### src/rtl/sys_array_pkg.sv
// Shared types for the systolic-array scheduler: FSM state encoding and the
// result-row layout at the default array geometry.
package sys_array_pkg;

  localparam int DEF_DATA_WIDTH = 8;
  localparam int DEF_A_W        = 4;
  localparam int DEF_A_L        = 4;
  localparam int DEF_W_L        = 4;

  typedef enum logic [2:0] {
    IDLE  = 3'd0,
    LOAD  = 3'd1,
    FEED  = 3'd2,
    DRAIN = 3'd3,
    FLUSH = 3'd4
  } state_t;

  typedef struct packed {
    logic                                       last;
    logic [DEF_W_L-1:0][2*DEF_DATA_WIDTH-1:0]   data;
  } res_row_t;

endpackage

### src/rtl/sys_array_res_fifo.sv
// Result FIFO: DEPTH entries, simultaneous read/write, zero on the read port
// while empty so idle outputs stay quiet.
module sys_array_res_fifo #(
  parameter int WIDTH = 8,
  parameter int DEPTH = 4
) (
  input  logic             clk,
  input  logic             reset_n,
  input  logic             wr_en,
  input  logic [WIDTH-1:0] wr_data,
  input  logic             rd_en,
  output logic [WIDTH-1:0] rd_data,
  output logic             empty
);
  localparam int AW = (DEPTH > 1) ? $clog2(DEPTH) : 1;
  localparam int CW = $clog2(DEPTH + 1);

  logic [WIDTH-1:0] mem [DEPTH];
  logic [AW-1:0]    wr_ptr, rd_ptr;
  logic [CW-1:0]    count;
  logic             do_wr, do_rd;

  function automatic logic [AW-1:0] next_ptr(input logic [AW-1:0] p);
    return (p == AW'(DEPTH - 1)) ? '0 : p + AW'(1);
  endfunction

  assign empty   = (count == '0);
  assign do_wr   = wr_en && (count != CW'(DEPTH));
  assign do_rd   = rd_en && !empty;
  assign rd_data = empty ? '0 : mem[rd_ptr];

  always_ff @(posedge clk or negedge reset_n) begin
    if (!reset_n) begin
      wr_ptr <= '0;
      rd_ptr <= '0;
      count  <= '0;
      for (int i = 0; i < DEPTH; i++) mem[i] <= '0;
    end else begin
      if (do_wr) begin
        mem[wr_ptr] <= wr_data;
        wr_ptr      <= next_ptr(wr_ptr);
      end
      if (do_rd) rd_ptr <= next_ptr(rd_ptr);
      case ({do_wr, do_rd})
        2'b10:   count <= count + CW'(1);
        2'b01:   count <= count - CW'(1);
        default: count <= count;
      endcase
    end
  end

endmodule

### src/rtl/sys_array_scheduler.sv
// Job scheduler for a weight-stationary systolic array: loads weights, skews A
// rows into the array, tags slots, deskews result columns into a result FIFO.
module sys_array_scheduler
  import sys_array_pkg::*;
#(
  parameter int DATA_WIDTH = DEF_DATA_WIDTH,
  parameter int ARRAY_A_W  = DEF_A_W,
  parameter int ARRAY_A_L  = DEF_A_L,
  parameter int ARRAY_W_L  = DEF_W_L,
  parameter int PIPE_LAT   = ARRAY_A_L + 1
) (
  input  logic                                    clk,
  input  logic                                    reset_n,
  input  logic                                    start,
  output logic                                    busy,
  output logic                                    done,
  input  logic                                    a_valid,
  output logic                                    a_ready,
  input  logic [ARRAY_A_L-1:0][DATA_WIDTH-1:0]    a_data,
  output logic                                    weights_load,
  output logic [ARRAY_A_L-1:0][DATA_WIDTH-1:0]    arr_in,
  input  logic [ARRAY_W_L-1:0][2*DATA_WIDTH-1:0]  arr_out,
  output logic                                    res_valid,
  input  logic                                    res_ready,
  output logic [ARRAY_W_L-1:0][2*DATA_WIDTH-1:0]  res_data,
  output logic                                    res_last,
  output state_t                                  fsm_state
);
  localparam int RW    = 2 * DATA_WIDTH;
  localparam int TAG_D = PIPE_LAT + ARRAY_W_L - 1;
  localparam int CW    = $clog2(ARRAY_A_W + 1);
  localparam int FW    = 1 + ARRAY_W_L * RW;

  // Handshakes: a transfer happens on a rising edge where valid && ready;
  // valid never waits on ready, and data is held by the source until taken.
  state_t                              state_q, state_d;
  logic                                accept, drained, fifo_empty, wr_en, wr_last;
  logic [CW-1:0]                       acc_cnt, wr_cnt;
  logic [TAG_D-1:0]                    tag_sr;
  logic [ARRAY_A_L-1:0][DATA_WIDTH-1:0] row_in;
  logic [ARRAY_W_L-1:0][RW-1:0]        wr_row;
  logic [FW-1:0]                       rd_word;

  assign accept  = a_valid && (state_q == FEED);
  assign drained = ~|tag_sr;
  assign row_in  = accept ? a_data : '0;
  assign wr_en   = tag_sr[TAG_D-1];
  assign wr_last = (wr_cnt == CW'(ARRAY_A_W - 1));

  always_ff @(posedge clk or negedge reset_n) begin
    if (!reset_n) state_q <= IDLE;
    else          state_q <= state_d;
  end

  always_comb begin
    state_d      = state_q;
    busy         = 1'b1;
    done         = 1'b0;
    a_ready      = 1'b0;
    weights_load = 1'b0;
    case (state_q)
      IDLE: begin
        busy = 1'b0;
        if (start) state_d = LOAD;
      end
      LOAD: begin
        weights_load = 1'b1;
        state_d      = FEED;
      end
      FEED: begin
        a_ready = 1'b1;
        if (a_valid && (acc_cnt == CW'(ARRAY_A_W - 1))) state_d = DRAIN;
      end
      DRAIN: if (drained) state_d = FLUSH;
      FLUSH: begin
        if (fifo_empty) begin
          done    = 1'b1;
          state_d = IDLE;
        end
      end
      default: state_d = IDLE;
    endcase
  end

  assign fsm_state = state_q;

  // Bubbles shift a zero tag, so only real rows reach the FIFO write strobe.
  always_ff @(posedge clk or negedge reset_n) begin
    if (!reset_n) begin
      acc_cnt <= '0;
      wr_cnt  <= '0;
      tag_sr  <= '0;
    end else begin
      tag_sr <= (tag_sr << 1) | TAG_D'(accept);
      if (state_q == LOAD) begin
        acc_cnt <= '0;
        wr_cnt  <= '0;
      end else begin
        if (accept) acc_cnt <= acc_cnt + CW'(1);
        if (wr_en)  wr_cnt  <= wr_cnt + CW'(1);
      end
    end
  end

  assign arr_in[0] = row_in[0];

  for (genvar j = 1; j < ARRAY_A_L; j++) begin : g_skew
    logic [j-1:0][DATA_WIDTH-1:0] sk;
    always_ff @(posedge clk or negedge reset_n) begin
      if (!reset_n) begin
        sk <= '0;
      end else begin
        sk[0] <= row_in[j];
        for (int k = 1; k < j; k++) sk[k] <= sk[k-1];
      end
    end
    assign arr_in[j] = sk[j-1];
  end

  // Column t is valid PIPE_LAT+t after acceptance; delay it so every column
  // lines up with the last one, which is taken straight from arr_out.
  assign wr_row[ARRAY_W_L-1] = arr_out[ARRAY_W_L-1];

  for (genvar t = 0; t < ARRAY_W_L - 1; t++) begin : g_deskew
    localparam int N = ARRAY_W_L - 1 - t;
    logic [N-1:0][RW-1:0] dk;
    always_ff @(posedge clk or negedge reset_n) begin
      if (!reset_n) begin
        dk <= '0;
      end else begin
        dk[0] <= arr_out[t];
        for (int k = 1; k < N; k++) dk[k] <= dk[k-1];
      end
    end
    assign wr_row[t] = dk[N-1];
  end

  sys_array_res_fifo #(
    .WIDTH (FW),
    .DEPTH (ARRAY_A_W)
  ) u_res_fifo (
    .clk     (clk),
    .reset_n (reset_n),
    .wr_en   (wr_en),
    .wr_data ({wr_last, wr_row}),
    .rd_en   (res_ready),
    .rd_data (rd_word),
    .empty   (fifo_empty)
  );

  assign res_valid            = !fifo_empty;
  assign {res_last, res_data} = rd_word;

endmodule
### config.mk
export PLATFORM = sky130hd
export DESIGN_NAME = sys_array_scheduler
export DESIGN_NICKNAME = d
export VERILOG_FILES = /design/src/rtl/sys_array_pkg.sv /design/src/rtl/sys_array_res_fifo.sv /design/src/rtl/sys_array_scheduler.sv
export SDC_FILE = /design/constraint.sdc
export NUM_CORES = 1
export LEC_CHECK = 0
export BUFFER_PORTS_ARGS = -buffer_cell sky130_fd_sc_hd__buf_2
export CAP_MARGIN = 30
export CORE_UTILIZATION = 40
export CTS_CLUSTER_SIZE = 16
export DETAILED_ROUTE_END_ITERATION = 10
export SLEW_MARGIN = 20
export SYNTH_ARGS = -nofsm -noshare
export SYNTH_HDL_FRONTEND = slang
export SYNTH_SLANG_ARGS = --single-unit
### constraint.sdc
create_clock -name clk -period 2.8 [get_ports clk]
set_input_delay 0.56 -clock clk [delete_from_list [all_inputs] [get_ports clk]]
set_output_delay 0.56 -clock clk [all_outputs]
set_load 0.01 [all_outputs]
==> results_dict.tcl <==
set metrics [dict create \
    outcome "completed" \
    syn-num-nets 1115 \
    core-area_um2 41200 \
    drtIter0Drc 371 \
    fillers 3503 \
    die-area_um2 43000 \
    startpoint_type "flop" \
    slowest_delay_ns 0.56 \
    final_util_pct 49.6 \
    synth_top_area_share_pct 63.5 \
    min_path_type "in -> reg" \
    drcViolationCount 0 \
    start_util_pct 41.0 \
    port_buffers 205 \
    cts_made_buffers 46 \
    setup_viol 0 \
    cp_max_fo 12 \
    cap_violations 0 \
    antenna_found_initial 2 \
    post-place-ws_ns 0.304 \
    track_usage_pct 16.3 \
    fp.dieW_um 207 \
    path_clk_slew_ns 0.06 \
    setup_ws_ns 0.0652 \
    ys_ff_latch 428 \
    yosysWarningCount 0 \
    rrSetupSlack_ns 0.33 \
    grt_pass1_wl_um 54700 \
    finalHoldViolCount 0 \
    ioPinCount 206 \
    wl_per_cell_um 19.1 \
    routed_via_density 4.96 \
    critPathRequiredTime_ns 2.24 \
    rows 74 \
    grt_max_degree 74 \
    route.vias.total 8880 \
    tritoncts "yes" \
    synth_seq_area_share_pct 63.5 \
    insertion_delay_ns 0.56 \
    worst_slew_pin_slew_ns 0.581 \
    clock_sinks 428 \
    layout-drive-gt1-share_pct 54.1 \
    slowest_stage "mux4_2" \
    finClkSkew_ns 0.00651 \
    avgSynthCellArea_um2 16.8 \
    root_buffer "clkbuf_16" \
    routed_wl_um 34300 \
    syn_area_um2 16900 \
    crit_chain "buf_4, buf_12, mux4_2, and2_1, buf_2" \
    yosysTopAreaCell "dfrtp_1" \
    drtPass1Iterations 4 \
    dp.final_hpwl_um 19900 \
    ys_types 35 \
    leakagePower_nw 9.17 \
    tns_ns 0 \
    syn2layout_area_growth_pct 21.0 \
    peakVddDrop_mv 0.509 \
    drv_slew 0 \
    final_nets 1336 \
    grt_pass1_vias 9608 \
    clock.fmax_mhz 366 \
    period_share_pct 97.7 \
    gr-total-overflow 0 \
    synthTopCellsByArea "dfrtp_1 63%, mux2_2 18%, mux4_2 8.7%" \
    p_per_area_nw_per_um2 1260 \
    arrival_ns 2.17 \
    min_period_ns 2.73 \
    cp-end-kind "primary output" \
    die_h_um 207 \
    htreeDepth 2 \
    gp_congestion 0.706 \
    ant_nets 0 \
    slew_headroom_pct 61.3 \
    worst-setup-path-type "reg -> out" \
    netlist_instances 1003 \
    clk_path_buf_depth 3 \
]
[layer usage]
metal  vias up  wire length (um)  share of wire (%)  global-route usage, %
met3        51              1720                5.0                   4.08
met2       187             16300                 48                   25.9
li1       3954                 -                  -                      -
met5         -                13              0.038                      0
met1      4686             15500                 45                   21.9
met4         2               694                2.0                   5.69
[cell type report]
class                      instances  area, um2  share of cell area, %
clock inverter                    16        262                   1.28
multi-input combinational        486       5590                   27.4
inverter                           8       30.0                  0.147
timing repair buffer             254       1780                   8.71
tap                              532        666                   3.26
sequential                       428      10700                   52.5
clock buffer                      66       1370                   6.71
antenna                            2       5.00                 0.0245
[report_power, final]
part           leakage [nW]  internal, mW  total [mW]  switching, mW
combinational          3.20          5.75        9.62           3.87
clock                 0.803          4.04        6.46           2.42
sequential             5.17          8.48        9.67           1.19
total                  9.17          18.3        25.7           7.48
[placed cells by master, fill, tap and decap left out, drive strengths merged, types with 3 or more instances in the layout]
cell type | synthesis | final
clkbuf | 17 | 67
mux4 | 65 | 65
and2 | 98 | 98
or3 | 2 | 3
nor3 | 3 | 3
ha | 10 | 10
dfrtp | 428 | 428
inv | 8 | 8
clkinv | 0 | 8
nand2 | 6 | 6
buf | 65 | 252
nor2 | 13 | 13
mux2 | 265 | 265
bufinv | 0 | 7
nor3b | 3 | 3
[synth_stat cells (all sizes together)]
cell and number:
fa 1, nand2 6, nor4bb 1, o32ai 1, xor2 2, xnor2 2
nand3b 1, buf 65, clkbuf 17, nor4b 1, ha 10, o21ai 1
a31oi 1, nand2b 1, nor3 3, mux2 265, a211oi 1, and2 98
nor2b 1, mux4 65, a31o 1, or4 2, dfrtp 428, mux2i 1
nor2 13, inv 8, or3 2, a22o 2, nor3b 3
[logic make-up after synthesis]
kind of cell             count (synthesis)  share of synthesized area [%]
AO/OA/AOI/OAI                            7                          0.319
XOR/XNOR                                 4                          0.208
adder cells (fa/ha/maj)                 11                          0.860
buffers and inverters                   90                           3.94
flip-flops                             428                           63.5
multiplexers                           331                           26.4
AND/OR/NAND/NOR                        132                           4.80
[stage by stage]
| step | power, mW | cell area (um2) | cells | hold WS [ns] |
|---|---|---|---|---|
| finish | 25.7 | 20400 | 1792 | 0.0977 |
| global route | 27.3 | 20400 | 1791 | 0.0689 |
| CTS | 25.7 | 20300 | 1785 | 0.0641 |
| detailed placement | 18.6 | 18400 | 1689 | 0.335 |
| global placement | 18.4 | 18400 | 1689 | 0.331 |
| floorplan | 15.9 | 16900 | 1003 | 0.264 |
[worst max-delay path: cells and delay by family, from the launching register on]
family                 cells  cell delay, ns
buffers and inverters      3            0.42
AND/OR/NAND/NOR            1            0.18
multiplexers               1            0.56
flip-flops                 1            0.46
[repair_timing]
item / 4_1_cts / 5_1_grt
pin swaps: 1 / 2
cloned: 1 / 2
hold endpoints to repair: 62 / 0
setup endpoints to repair: 65 / 43
buffers inserted: 13 / 3
gates resized for setup: 5 / 27
hold buffers: 1 / 0
[state kept, by name (all words and copies together), names as in the netlist]
name               cells
acc_cnt                3
arr_in                16
fsm_state              3
g_deskew.dk           96
g_skew.sk             32
tag_sr                 8
u_res_fifo.count       3
u_res_fifo.mem       260
u_res_fifo.rd_ptr      2
u_res_fifo.wr_ptr      2
wr_cnt                 3
[path summary, 6_finish.rpt]
path                                 startpoint             endpoint  cells after the start
setup reg to reg            u_res_fifo.count[0]  u_res_fifo.count[2]                      8
hold / removal                       arr_out[8]    g_deskew[0].dk[8]                      1
min in group asynchronous               reset_n   u_res_fifo.mem[88]                      2
max in group asynchronous               reset_n   g_deskew[0].dk[29]                      3
setup / recovery           u_res_fifo.rd_ptr[0]         res_data[18]                      5
hold reg to reg              g_deskew[0].dk[28]   g_deskew[0].dk[44]                      0
(Power assumes the default switching activity.)
